`src/rtl/pe_result_drain_if.sv`:
```
// ---------------------------------------------------------------------------
// pe_result_drain_if
//
// Lane-serial writeback stream leaving the PE result drain.
//
// Signals:
//   out_data   lane value presented to the consumer
//   out_lane   lane index of out_data
//   out_last   high when out_lane is the final lane of the vector
//   out_valid  lane data available
//   out_ready  consumer accepts the current lane
//
// Modports:
//   master  the drain (drives data/lane/last/valid, samples ready)
//   slave   the writeback consumer
// ---------------------------------------------------------------------------
interface pe_result_drain_if #(
    parameter int REG_WIDTH = 16,
    parameter int VECTOR    = 4
);
    logic [REG_WIDTH-1:0]       out_data;
    logic [$clog2(VECTOR)-1:0]  out_lane;
    logic                       out_last;
    logic                       out_valid;
    logic                       out_ready;

    modport master (
        output out_data,
        output out_lane,
        output out_last,
        output out_valid,
        input  out_ready
    );

    modport slave (
        input  out_data,
        input  out_lane,
        input  out_last,
        input  out_valid,
        output out_ready
    );
endinterface

```
`src/rtl/pe_result_drain.sv`:
```
// ---------------------------------------------------------------------------
// pe_result_drain
//
// Drain stage behind the last PE of the vector column. Each c_valid strobe
// captures a VECTOR-wide result vector into a DEPTH-entry circular FIFO; the
// FIFO head is then serialised lane by lane onto a valid/ready stream. The
// array is free-running, so a strobe into a full FIFO is dropped and flagged
// in the sticky overflow bit rather than stalling anything upstream.
//
// Parameters:
//   REG_WIDTH  lane width in bits
//   VECTOR     lanes per vector (>= 2)
//   DEPTH      FIFO depth in vectors (power of two, >= 2)
//
// Ports:
//   clk       rising-edge clock
//   rst_n     asynchronous active-low reset
//   c_in      result vector from the last PE
//   c_valid   capture strobe from the array controller
//   in_ready  FIFO not full (informational only)
//   level     number of vectors held
//   overflow  sticky: a strobed vector was dropped
//   out_if    lane-serial output stream (master modport)
//
// Configuration:
//   DRAIN_RELU_EN  when defined, negative lanes (MSB set) are presented as 0
//                  on out_data; stored values are never altered.
// ---------------------------------------------------------------------------
module pe_result_drain #(
    parameter int REG_WIDTH = 16,
    parameter int VECTOR    = 4,
    parameter int DEPTH     = 4
) (
    input  logic                      clk,
    input  logic                      rst_n,
    input  logic [REG_WIDTH-1:0]      c_in [VECTOR-1:0],
    input  logic                      c_valid,
    output logic                      in_ready,
    output logic [$clog2(DEPTH):0]    level,
    output logic                      overflow,
    pe_result_drain_if.master         out_if
);

    localparam int LW = $clog2(VECTOR);
    localparam int PW = $clog2(DEPTH);
    localparam logic [PW:0]   LEVEL_FULL = (PW+1)'(DEPTH);
    localparam logic [LW-1:0] LANE_LAST  = LW'(VECTOR-1);

    logic [REG_WIDTH-1:0] mem [DEPTH][VECTOR];
    logic [PW-1:0]        wp;
    logic [PW-1:0]        rp;
    logic [LW-1:0]        lane;

    logic full;
    logic push;
    logic xfer;
    logic pop;
    logic [REG_WIDTH-1:0] head_lane;

    // Full is judged on the registered level, so a pop in the same cycle
    // does not make room for a strobe into a full FIFO.
    assign full     = (level == LEVEL_FULL);
    assign push     = c_valid && !full;
    assign xfer     = out_if.out_valid && out_if.out_ready;
    assign pop      = xfer && (lane == LANE_LAST);
    assign in_ready = !full;

    // Storage and write pointer; storage is cleared on reset so out_data
    // reads as 0 from entry 0 straight out of reset.
    always_ff @(posedge clk or negedge rst_n) begin
        if (!rst_n) begin
            wp <= '0;
            for (int d = 0; d < DEPTH; d++) begin
                for (int l = 0; l < VECTOR; l++) begin
                    mem[d][l] <= '0;
                end
            end
        end else if (push) begin
            for (int l = 0; l < VECTOR; l++) begin
                mem[wp][l] <= c_in[l];
            end
            wp <= wp + 1'b1;
        end
    end

    // Read side: the lane counter only moves on a transfer, so it sits at 0
    // while idle and holds under backpressure.
    always_ff @(posedge clk or negedge rst_n) begin
        if (!rst_n) begin
            rp   <= '0;
            lane <= '0;
        end else if (xfer) begin
            if (pop) begin
                lane <= '0;
                rp   <= rp + 1'b1;
            end else begin
                lane <= lane + 1'b1;
            end
        end
    end

    // Occupancy and sticky overflow.
    always_ff @(posedge clk or negedge rst_n) begin
        if (!rst_n) begin
            level    <= '0;
            overflow <= 1'b0;
        end else begin
            case ({push, pop})
                2'b10:   level <= level + 1'b1;
                2'b01:   level <= level - 1'b1;
                default: level <= level;
            endcase
            if (c_valid && full) begin
                overflow <= 1'b1;
            end
        end
    end

    assign head_lane = mem[rp][lane];

    // Outputs depend on registers only; out_ready never reaches them.
    assign out_if.out_valid = (level != '0);
    assign out_if.out_lane  = lane;
    assign out_if.out_last  = (lane == LANE_LAST);
`ifdef DRAIN_RELU_EN
    assign out_if.out_data  = head_lane[REG_WIDTH-1] ? '0 : head_lane;
`else
    assign out_if.out_data  = head_lane;
`endif

endmodule

```
`src/flat_wrapper.sv`:
```
// flat-port wrapper written by rule: the top's interface ports become plain ports
module pe_result_drain_flat 
#(
    parameter int REG_WIDTH = 16,
    parameter int VECTOR    = 4,
    parameter int DEPTH     = 4
)
  (clk, rst_n, c_in, c_valid, in_ready, level, overflow, out_if_out_data, out_if_out_lane, out_if_out_last, out_if_out_valid, out_if_out_ready);
  pe_result_drain_if #(.REG_WIDTH(REG_WIDTH), .VECTOR(VECTOR)) out_if_i ();
  input  logic clk;
  input  logic rst_n;
  input  logic [REG_WIDTH-1:0] c_in[VECTOR-1:0];
  input  logic c_valid;
  output logic in_ready;
  output logic [$clog2(DEPTH):0] level;
  output logic overflow;
  output wire logic [$bits(out_if_i.out_data)-1:0] out_if_out_data;
  output wire logic [$bits(out_if_i.out_lane)-1:0] out_if_out_lane;
  output wire logic [$bits(out_if_i.out_last)-1:0] out_if_out_last;
  output wire logic [$bits(out_if_i.out_valid)-1:0] out_if_out_valid;
  input wire logic [$bits(out_if_i.out_ready)-1:0] out_if_out_ready;
  assign out_if_out_data = out_if_i.out_data;
  assign out_if_out_lane = out_if_i.out_lane;
  assign out_if_out_last = out_if_i.out_last;
  assign out_if_out_valid = out_if_i.out_valid;
  assign out_if_i.out_ready = out_if_out_ready;
  pe_result_drain #(.REG_WIDTH(REG_WIDTH), .VECTOR(VECTOR), .DEPTH(DEPTH)) u_core (.clk(clk), .rst_n(rst_n), .c_in(c_in), .c_valid(c_valid), .in_ready(in_ready), .level(level), .overflow(overflow), .out_if(out_if_i));
endmodule
```
`config.mk`:
```
export PLATFORM = sky130hd
export DESIGN_NAME = pe_result_drain_flat
export DESIGN_NICKNAME = d
export VERILOG_FILES = /design/src/rtl/pe_result_drain_if.sv /design/src/rtl/pe_result_drain.sv /design/src/flat_wrapper.sv
export SDC_FILE = /design/constraint.sdc
export NUM_CORES = 1
export LEC_CHECK = 0
export ABC_AREA = 1
export CAP_MARGIN = 15
export CORE_AREA = 2 2 179 181
export DETAILED_ROUTE_END_ITERATION = 8
export DIE_AREA = 0 0 181 183
export HOLD_SLACK_MARGIN = 0.15
export PLACE_DENSITY = 0.73
export REMOVE_ABC_BUFFERS = 1
export SLEW_MARGIN = 5
export SYNTH_ARGS = -nofsm -noshare
export SYNTH_HDL_FRONTEND = slang
export SYNTH_SLANG_ARGS = --single-unit
```
`constraint.sdc`:
```
create_clock -name clk -period 3.65 [get_ports clk]
set_input_delay 0.5475 -clock clk [delete_from_list [all_inputs] [get_ports clk]]
set_output_delay 0.5475 -clock clk [all_outputs]
set_load 0.005 [all_outputs]
```
==> Yosys cells after proc, flatten, opt, wreduce, memory -nomap -nowiden <==
Index checks and enable logic that the tools add are counted.
{ "op_classes": {"bitwise": 3, "muxes": 20, "eq_ne": 4, "n_reduce_logical": 9, "addsub": 5, "order_cmp": 4} }
{ "op_table": {"columns": ["op", "count"], "rows": [
  ["bitwise mux 256 bit", 4],
  ["demux 64 bit (select 2 bit)", 4],
  ["2-to-1 mux 64 bit", 3],
  ["binary-select mux 64 bit (select 2 bit)", 1],
  ["2-to-1 mux 16 bit", 3],
  ["2-to-1 mux 48 bit", 1],
  ["binary-select mux 16 bit (select 2 bit)", 1],
  ["2-to-1 mux 32 bit", 1],
  ["greater-or-equal comparator 3 bit (second input constant)", 3],
  ["NOT 2 -> 3 bit", 3],
  ["adder 2 x 1 -> 2 bit (second input constant)", 3],
  ["one-hot mux 3 bit (2 select lines)", 1],
  ["logical AND 1 bit", 5],
  ["equality test 2 bit (second input constant)", 2],
  ["adder 3 x 1 -> 3 bit (second input constant)", 1],
  ["equality test 3 bit (second input constant)", 1],
  ["less-than comparator 3 x 1 -> 1 bit (second input constant)", 1],
  ["nonzero test 3 bit", 1],
  ["subtractor 3 x 1 -> 3 bit (second input constant)", 1],
  ["equality test 2 x 1 -> 1 bit (second input constant)", 1],
  ["2-to-1 mux 2 bit", 1],
  ["AND reduction 2 bit", 1],
  ["nonzero test 2 bit", 1],
  ["logical NOT 1 bit", 1]
]} }
{ "totals": {"output_inout_bits": 25, "regBits": 266, "input_bits": 68, "word_cells": 66} }

==> Depth between registers and ports, before layout <==
Gate-level depths: netlist (run 1).
{ "depth": {"depth_word": 9, "ltp_mapped": 10, "ltp_nobuf": 10} }

==> Worst setup path after synthesis (run 1) <==
No wires, ideal clock.
{ "synth_path": {"kind": "register to register", "start": "reg u_core.level[2]", "end": "reg u_core.level[2]", "arrival_time_ns": 1.809, "n_path_buf": 0, "required_time_ns": 3.519, "stages_incl_launch_ff": 11, "path_slack_ns": 1.711, "period_less_slack_ns": 1.939, "setup_time_ns": 0.131, "cell_sequence": "dfrtp_1 -> inv_1 -> nand3_1 -> nand2_1 -> nor2_2 -> ha_1 -> inv_1 -> fa_1 -> a21oi_1 -> o21ai_0 -> xor2_1"} }
{ "synth_via": {"elab_chain_len": 5, "elab_cells_between_ends": 12, "classes_between": "add/sub (2); eq/ne (3); mux (1); reduce/logical (6)"} }
{ "synth_rtl": {"columns": ["element", "line", "source"], "rows": [
  ["start, declared", "pe_result_drain.sv:39", "output logic [$clog2(DEPTH):0] level,"],
  ["start signal, assigned", "pe_result_drain.sv:109", "2'b10: level <= level + 1'b1;"],
  ["start signal, assigned", "pe_result_drain.sv:110", "2'b01: level <= level - 1'b1;"],
  ["start signal, assigned", "pe_result_drain.sv:111", "default: level <= level;"],
  ["nonzero test 3 bit (*)", "pe_result_drain.sv:122", "assign out_if.out_valid = (level != '0);"],
  ["named net out_if_out_valid", "flat_wrapper.sv:20", "output wire logic [$bits(out_if_i.out_valid)-1:0] out_if_out_valid;"],
  ["logical AND 1 bit (*)", "pe_result_drain.sv:64", "assign xfer = out_if.out_valid && out_if.out_ready;"],
  ["logical AND 1 bit (*)", "pe_result_drain.sv:65", "assign pop = xfer && (lane == LANE_LAST);"],
  ["equality test 2 x 1 -> 1 bit / equality test 2 bit (equally long branches)", "pe_result_drain.sv:108", "case ({push, pop})"],
  ["one-hot mux 3 bit (2 select lines) / nonzero test 2 bit (equally long branches)", null, null]
]} }
Mark *: on every way through the listed nets, which the timed path passes. The rest lies on a longest branch.
A chain may end at the register's enable or synchronous reset.

==> Worst setup path in the final report (run 1) <==
{ "layout_path": {"start": "reg u_core.lane[0], in the netlist u_core.out_if.out_lane[0]", "end": "out out_if_out_data[9]"} }
{ "layout_via": {"elab_chain_len": 4} }
{ "layout_rtl": {"columns": ["element", "line", "source"], "rows": [
  ["start, declared", "pe_result_drain.sv:52", "logic [LW-1:0] lane;"],
  ["start signal, assigned", "pe_result_drain.sv:97", "lane <= lane + 1'b1;"],
  ["NOT 2 -> 3 bit (implied by the code)", "pe_result_drain.sv:119", "assign head_lane = mem[rp][lane];"],
  ["binary-select mux 16 bit (select 2 bit)", "pe_result_drain.sv:119", null],
  ["2-to-1 mux 16 bit (implied by the code) (2 in a row)", "pe_result_drain.sv:119", null],
  ["end, declared", "flat_wrapper.sv:17", "output wire logic [$bits(out_if_i.out_data)-1:0] out_if_out_data;"]
]} }
Every way passes these cells. The select of a mux whose other input is x is not followed.

==> flow_metrics.tcl, run 1 <==
set metrics [dict create \
    htreeDepth 1 \
    p_seq_share_pct 32.1 \
    cts_tree "yes" \
    yosysMostFrequentCell "nand2_1" \
    viasPerCell 5.08 \
    whs_path_depth 1 \
    reg2reg_slack_ps 1250 \
    maxSlewHeadroom_pct 36.7 \
    antenna_found_initial 1 \
    grt_pass1_wl_mm 55.3 \
    layout_min_cycle_time_ps 3370 \
    finalHoldViolCount 0 \
    grt_setup_unrepaired "false" \
    finalWirelength_mm 32.7 \
    crit_required_ps 3100 \
    setup_viol 0 \
    core_mm2 0.0312 \
    ant_nets 0 \
    start_util_pct 44.2 \
    finalClockSkew_ps 9.37 \
    cp.arrival_ps 2820 \
    clkPwrFrac_pct 21.0 \
    synth_edf_count 0 \
    start_kind "flop" \
    syn_inst 1690 \
    synthTopCellsByArea "dfrtp_1 48%, nand2_1 14%, o21ai_2 9.6%, nand3_1 8.2%, inv_1 7.3%" \
    first_global_vias 10861 \
    routed-via-count 10912 \
    synth-main-ff-cell "dfrtp_1" \
    r2r_cells 9 \
    grt_usage_pct 20.3 \
    numClockSinks 266 \
    drt_iter0_markers 946 \
    r2r_end "u_core.level[2]" \
    cts_max_path_buffers 3 \
    synth.top_cell.area_share_pct 48.2 \
    total_power_mw 15.2 \
    wl_per_cell_um 15.2 \
    rows 65 \
    p_switching_mw 6.03 \
    p_leak_nw 7.53 \
    p_sw_share_pct 39.8 \
    max_freq_ghz 0.297 \
    final_nets 1799 \
    ioPinCount 93 \
    powerDensity_mw_per_mm2 964 \
    die_w_um 181 \
    r2r_start "u_core.out_if.out_lane[1]" \
    combPwrFrac_pct 46.9 \
    place_congestion 0.745 \
    synth-seq-cells 266 \
    cts_buffers 29 \
    port_buffers 92 \
    status "finished, final reports clean" \
    area_growth_pct 13.9 \
    dieArea_mm2 0.0331 \
    min_path_type "flop to flop" \
    slew_violations 0 \
    cp-end-kind "output pin" \
    synthDistinctLibCells 25 \
    crit_fanout 34 \
    synth_common_cells "533 x nand2_1, 268 x inv_1, 266 x dfrtp_1" \
    grt_max_degree 132 \
    worst-slew-pin-transition_ps 948 \
    fin_crit_sh_pct 92.4 \
    clk_pin_slew_ps 60 \
    ys_warn_count 0 \
    post_cts_buffers 0 \
    yosysTopAreaCell "dfrtp_1" \
    dp_slack_ps 675 \
    hpwl_mm 18.5 \
    drive_gt1_share_pct 13.5 \
    hp-start "u_core.overflow" \
    syn_area_per_cell_um2 8.17 \
    async_reset_ff_share_pct 100 \
    route.detailed.drc 0 \
    max-cap-violations 0 \
    dr.pass1.iters 6 \
    critPathKind "flop to output pin" \
    ir_worst_vdd_mv 0.706 \
    min_to "u_core.overflow" \
    synthesis.area_mm2 0.0138 \
    yosysSeqAreaShare_pct 48.2 \
    grt_remaining_overflow 0 \
    die_y_um 183 \
    internal-power_mw 9.13 \
    setup_ws_ps 279 \
    insertion_delay_ps 540 \
    cts-root-buf "clkbuf_16" \
]
==> stage by stage <==
step	std cells	area [um^2]	utilization [%]	TNS, ps	hold slack, ps
3_5_place_dp	2094	14700	46.9	0	476
6_report	2150	15700	50.4	0	487
2_1_floorplan	1581	12900	-	-33090	252
5_1_grt	2149	15700	50.3	0	514
3_3_place_gp	2094	14700	46.9	0	475
4_1_cts	2149	15700	50.3	0	494
==> logic make-up after synthesis <==
| family | synth area share, % |
|---|---|
| AOI/OAI and AO/OA | 13.7 |
| xor gates and xnor gates | 0.254 |
| adders and majority gates | 0.689 |
| buffers and inverters | 13.8 |
| DFF | 48.2 |
| and+or+nand+nor | 23.4 |
==> placed cells by master, fill, tap and decap left out, types with 2 or more instances in the layout <==
cell type | Yosys | routed
nand2_1 | 533 | 533
buf_4 | 12 | 7
buf_12 | 0 | 12
a21oi_1 | 5 | 5
o21ai_0 | 27 | 27
dfrtp_1 | 266 | 263
o21ai_2 | 151 | 151
clkbuf_1 | 11 | 6
bufinv_16 | 0 | 5
nand3_1 | 226 | 226
clkbuf_16 | 0 | 29
o21ai_1 | 80 | 80
dfrtp_2 | 0 | 2
xor2_1 | 3 | 3
clkinv_2 | 0 | 3
clkbuf_8 | 0 | 9
inv_1 | 268 | 266
inv_2 | 2 | 4
clkinvlp_4 | 0 | 2
nor2_1 | 2 | 2
clkdlybuf4s50_1 | 0 | 91
nor2_4 | 4 | 4
ha_1 | 6 | 6
==> worst max path at each step <==
| stage | slack (ps) | cells past startpoint | end | start |
|---|---|---|---|---|
| 6_report | 280 | 5 | out_if_out_data[9] | u_core.out_if.out_lane[0] |
| 3_3_place_gp | 760 | 4 | out_if_out_data[12] | u_core.out_if.out_lane[1] |
| 5_1_grt | 190 | 5 | out_if_out_data[9] | u_core.out_if.out_lane[0] |
| 2_1_floorplan | -2070 | 6 | out_if_out_data[0] | u_core.rp[0] |
| 4_1_cts | 90 | 4 | out_if_out_data[9] | u_core.out_if.out_lane[1] |
| 3_5_place_dp | 680 | 4 | out_if_out_data[9] | u_core.out_if.out_lane[1] |
==> flip-flops by register name (all words and copies together) (netlist names) <==
name,cells
u_core.level,3
u_core.mem,256
u_core.out_if.out_lane,2
u_core.overflow,1
u_core.rp,2
u_core.wp,2
==> power by group through the flow <==
stage / sequential [mW] / combinational [mW] / clock [mW]
finish: 4.87 / 7.11 / 3.19
global route: 5.00 / 8.05 / 3.36
CTS: 4.87 / 7.18 / 3.24
detailed placement: 4.91 / 7.10 / 0
global placement: 4.85 / 6.95 / 0
floorplan: 4.99 / 4.79 / 0
==> cell type report <==
class                           instances  area [um^2]
Sequential cell                       266         6660
Fill cell                            2863        15500
Clock inverter                         10          181
Tap cell                              402          503
Antenna cell                            1         2.50
Timing Repair Buffer                  112         1230
Multi-Input combinational cell       1043         5250
Inverter                              272         1030
Clock buffer                           44          872
==> metal layers <==
metal  vias to the layer above  track usage, %  wire (um)
li1                       5320               -          -
met4                         0            6.28        877
met3                        71            2.74       1660
met5                         -               0          0
met2                       271            34.2      15400
met1                      5250            27.3      14800
==> what timing repair did <==
item,4_1_cts,5_1_grt
hold buffers,1,0
gates resized for setup,0,1
endpoints found under the hold margin,82,0
endpoints found under the setup margin,0,1
==> critical path, stage by stage, from the launching register on <==
cell and delay (ps):
dfrtp_2 560, inv_2 760, nand3_1 220, nand3_1 150, nand2_1 100, clkdlybuf4s50_1 460
Note: power is estimated with default switching activity, not from simulation.
==> run 2: changes to the inputs <==
--- a/config.mk
+++ b/config.mk
@@ -7,11 +7,11 @@
 export LEC_CHECK = 0
 export ABC_AREA = 1
 export CAP_MARGIN = 15
-export CORE_AREA = 2 2 179 181
+export CORE_AREA = 2 2 162 164
 export DETAILED_ROUTE_END_ITERATION = 8
-export DIE_AREA = 0 0 181 183
+export DIE_AREA = 0 0 164 166
 export HOLD_SLACK_MARGIN = 0.15
-export PLACE_DENSITY = 0.73
+export PLACE_DENSITY = 0.84
 export REMOVE_ABC_BUFFERS = 1
 export SLEW_MARGIN = 5
 export SYNTH_ARGS = -nofsm -noshare
==> constraint.sdc (replaced) <==
create_clock -name clk -period 4.25 [get_ports clk]
set_input_delay 0.6375 -clock clk [delete_from_list [all_inputs] [get_ports clk]]
set_output_delay 0.6375 -clock clk [all_outputs]
set_load 0.005 [all_outputs]
==> run 2 against run 1 <==
  * Clock skew hardly changed
  * Worst hold slack worse by 310 ps
  * Clock-buffer cell count is 2 higher
  * Setup slack better by 160 ps
  * Largest cell class unchanged
  * Utilization is 10 points higher
  * First-iteration DRC count is 13% higher
==> flow_metrics.tcl, run 2 (synthesized netlist as in run 1, its figures left out) <==
set metrics [dict create \
    critPathKind "flop to output pin" \
    finalWirelength_mm 31.7 \
    routed-via-count 11043 \
    final_util_pct 60.5 \
    regMostFlops "u_core.mem" \
    powerDensity_mw_per_mm2 819 \
    r2r_end "u_core.level[2]" \
    drt_iter0_markers 1072 \
    fin_crit_sh_pct 89.6 \
    crit_required_ps 3610 \
    cts_resized 0 \
    port_buffers 92 \
    ioPinCount 93 \
    dr.pass1.iters 6 \
    reg2reg_slack_ps 1670 \
    drive_gt1_share_pct 13.5 \
    grt_max_degree 135 \
    dieArea_mm2 0.0272 \
    cts_hold_buf 0 \
    die_y_um 166 \
    cts_buffers 28 \
    start_util_pct 53.9 \
    numClockSinks 266 \
    insertion_delay_ps 540 \
    r2r_start "u_core.out_if.out_lane[0]" \
    area_growth_pct 12.3 \
    ir_worst_vdd_mv 0.473 \
    clk_pin_slew_ps 60 \
    rows 59 \
    crit_buf_inv 3 \
    slew_violations 0 \
    worst-slew-pin-transition_ps 1060 \
    max_stage_delay_ps 650 \
    crit_chain "inv_4, buf_4, nand2_1, nand3_1, nand3_1, nand3_1, nand2_1, clkdlybuf4s50_1" \
    layout_min_cycle_time_ps 3810 \
    hpwl_mm 18.9 \
    min_path_type "primary input to asynchronous set/reset pin" \
    core_mm2 0.0256 \
    crit_fanout 63 \
    die_w_um 164 \
    most-common-layout-cells "533 x nand2_1, 266 x inv_1, 263 x dfrtp_1, 226 x nand3_1, 151 x o21ai_2" \
    antenna_found_initial 2 \
    cts_max_path_buffers 3 \
    route.detailed.drc 0 \
    largestRegisters "u_core.mem x256, u_core.level x3" \
    post_cts_buffers 0 \
    cts_tree "yes" \
    setup_viol 0 \
    p_leak_nw 7.49 \
    cts-root-buf "clkbuf_16" \
    maxSlewHeadroom_pct 29.1 \
    first_global_vias 11275 \
    max-cap-violations 0 \
    viasPerCell 5.30 \
    place_congestion 0.785 \
    grt_usage_pct 24.3 \
    r2r_cells 10 \
    cp-end-kind "output pin" \
    cp_top_family "buffers and inverters" \
    final_common_cell "nand2_1" \
    status "finished, final reports clean" \
    grt_remaining_overflow 0 \
    cp.arrival_ps 3170 \
    finalClockSkew_ps 9.54 \
    finalHoldViolCount 0 \
    ant_nets 0 \
    wl_per_cell_um 15.2 \
    cpMostUsedCell "nand3_1" \
    start_kind "flop" \
    largest_reg_flops 256 \
    whs_ps 179 \
    crit_start "u_core.rp[0]" \
    final_nets 1803 \
    htreeDepth 1 \
    grt_setup_unrepaired "false" \
    max_freq_ghz 0.262 \
    grt_pass1_wl_mm 54.2 \
    cpMaxStageDelayCell "dfrtp_4" \
]
## run 2: cell types whose count changed in the layout (fill, tap and decap cells not counted), moves of 2 or more
cell,previous run,this run
buf_4,7,17
clkbuf_8,9,11
bufinv_16,5,0
clkinvlp_4,2,0
clkinv_1,0,2
buf_12,12,8
## run 2: area by class of cell
type | instances | area, um^2
clock inverters | 5 | 28.8
well taps | 335 | 419
repair buffers | 117 | 1210
inverters | 272 | 1020
flip-flops and latches | 266 | 6660
fillers | 2060 | 10100
clock buffers | 46 | 900
diodes | 1 | 2.50
multi-input cells | 1043 | 5250
## run 2: layer usage
| layer | track usage, % | share of wire [%] | vias to the layer above |
|---|---|---|---|
| met2 | 39.8 | 48 | 351 |
| met4 | 9.46 | 3.2 | 2 |
| met3 | 4.45 | 6.4 | 84 |
| li1 | - | - | 5331 |
| met1 | 32.1 | 42 | 5275 |
| met5 | 0 | 0.038 | - |
## run 2: where the power goes
part,leakage (nW),internal [mW],switching [mW],total [mW]
sequential,3.25,3.78,0.406,4.18
combinational,3.77,2.34,3.76,6.09
clock,0.464,1.44,0.981,2.42
## run 2: through the flow
step | cell area (um^2) | std cells | worst slack (ps) | power [mW] | setup TNS, ps
floorplan | 12900 | 1581 | -1560 | 8.40 | -24930
global placement | 14600 | 2033 | 1120 | 9.98 | 0
detailed placement | 14600 | 2033 | 1100 | 10.2 | 0
CTS | 15500 | 2084 | 506 | 12.7 | 0
global route | 15500 | 2085 | 276 | 13.7 | 0
finish | 15500 | 2085 | 440 | 12.7 | 0
## run 2: worst max path at each step
stage          cells past startpoint                   to  slack (ps)
6_report                           8   out_if_out_data[0]         440
5_1_grt                            8   out_if_out_data[2]         280
4_1_cts                            8   out_if_out_data[0]         510
3_5_place_dp                       8  out_if_out_data[10]        1100
3_3_place_gp                       8   out_if_out_data[2]        1120
2_1_floorplan                      6   out_if_out_data[0]       -1560
## run 2: worst register-to-register path, stage by stage (launching register included)
cell	delay (ps)
dfrtp_2	360
buf_4	470
ha_1	270
inv_1	60
nor2_2	240
ha_1	190
inv_1	60
fa_1	380
a21oi_1	140
o21ai_0	110
xor2_1	160
==> run 3: changes to the inputs <==
--- a/config.mk
+++ b/config.mk
@@ -13,6 +13,7 @@
 export HOLD_SLACK_MARGIN = 0.15
 export PLACE_DENSITY = 0.84
 export REMOVE_ABC_BUFFERS = 1
+export SETUP_SLACK_MARGIN = 0.2
 export SLEW_MARGIN = 5
 export SYNTH_ARGS = -nofsm -noshare
 export SYNTH_HDL_FRONTEND = slang
==> results of run 3 <==
Final layout, timing and power as in run 2 (identical DEF).
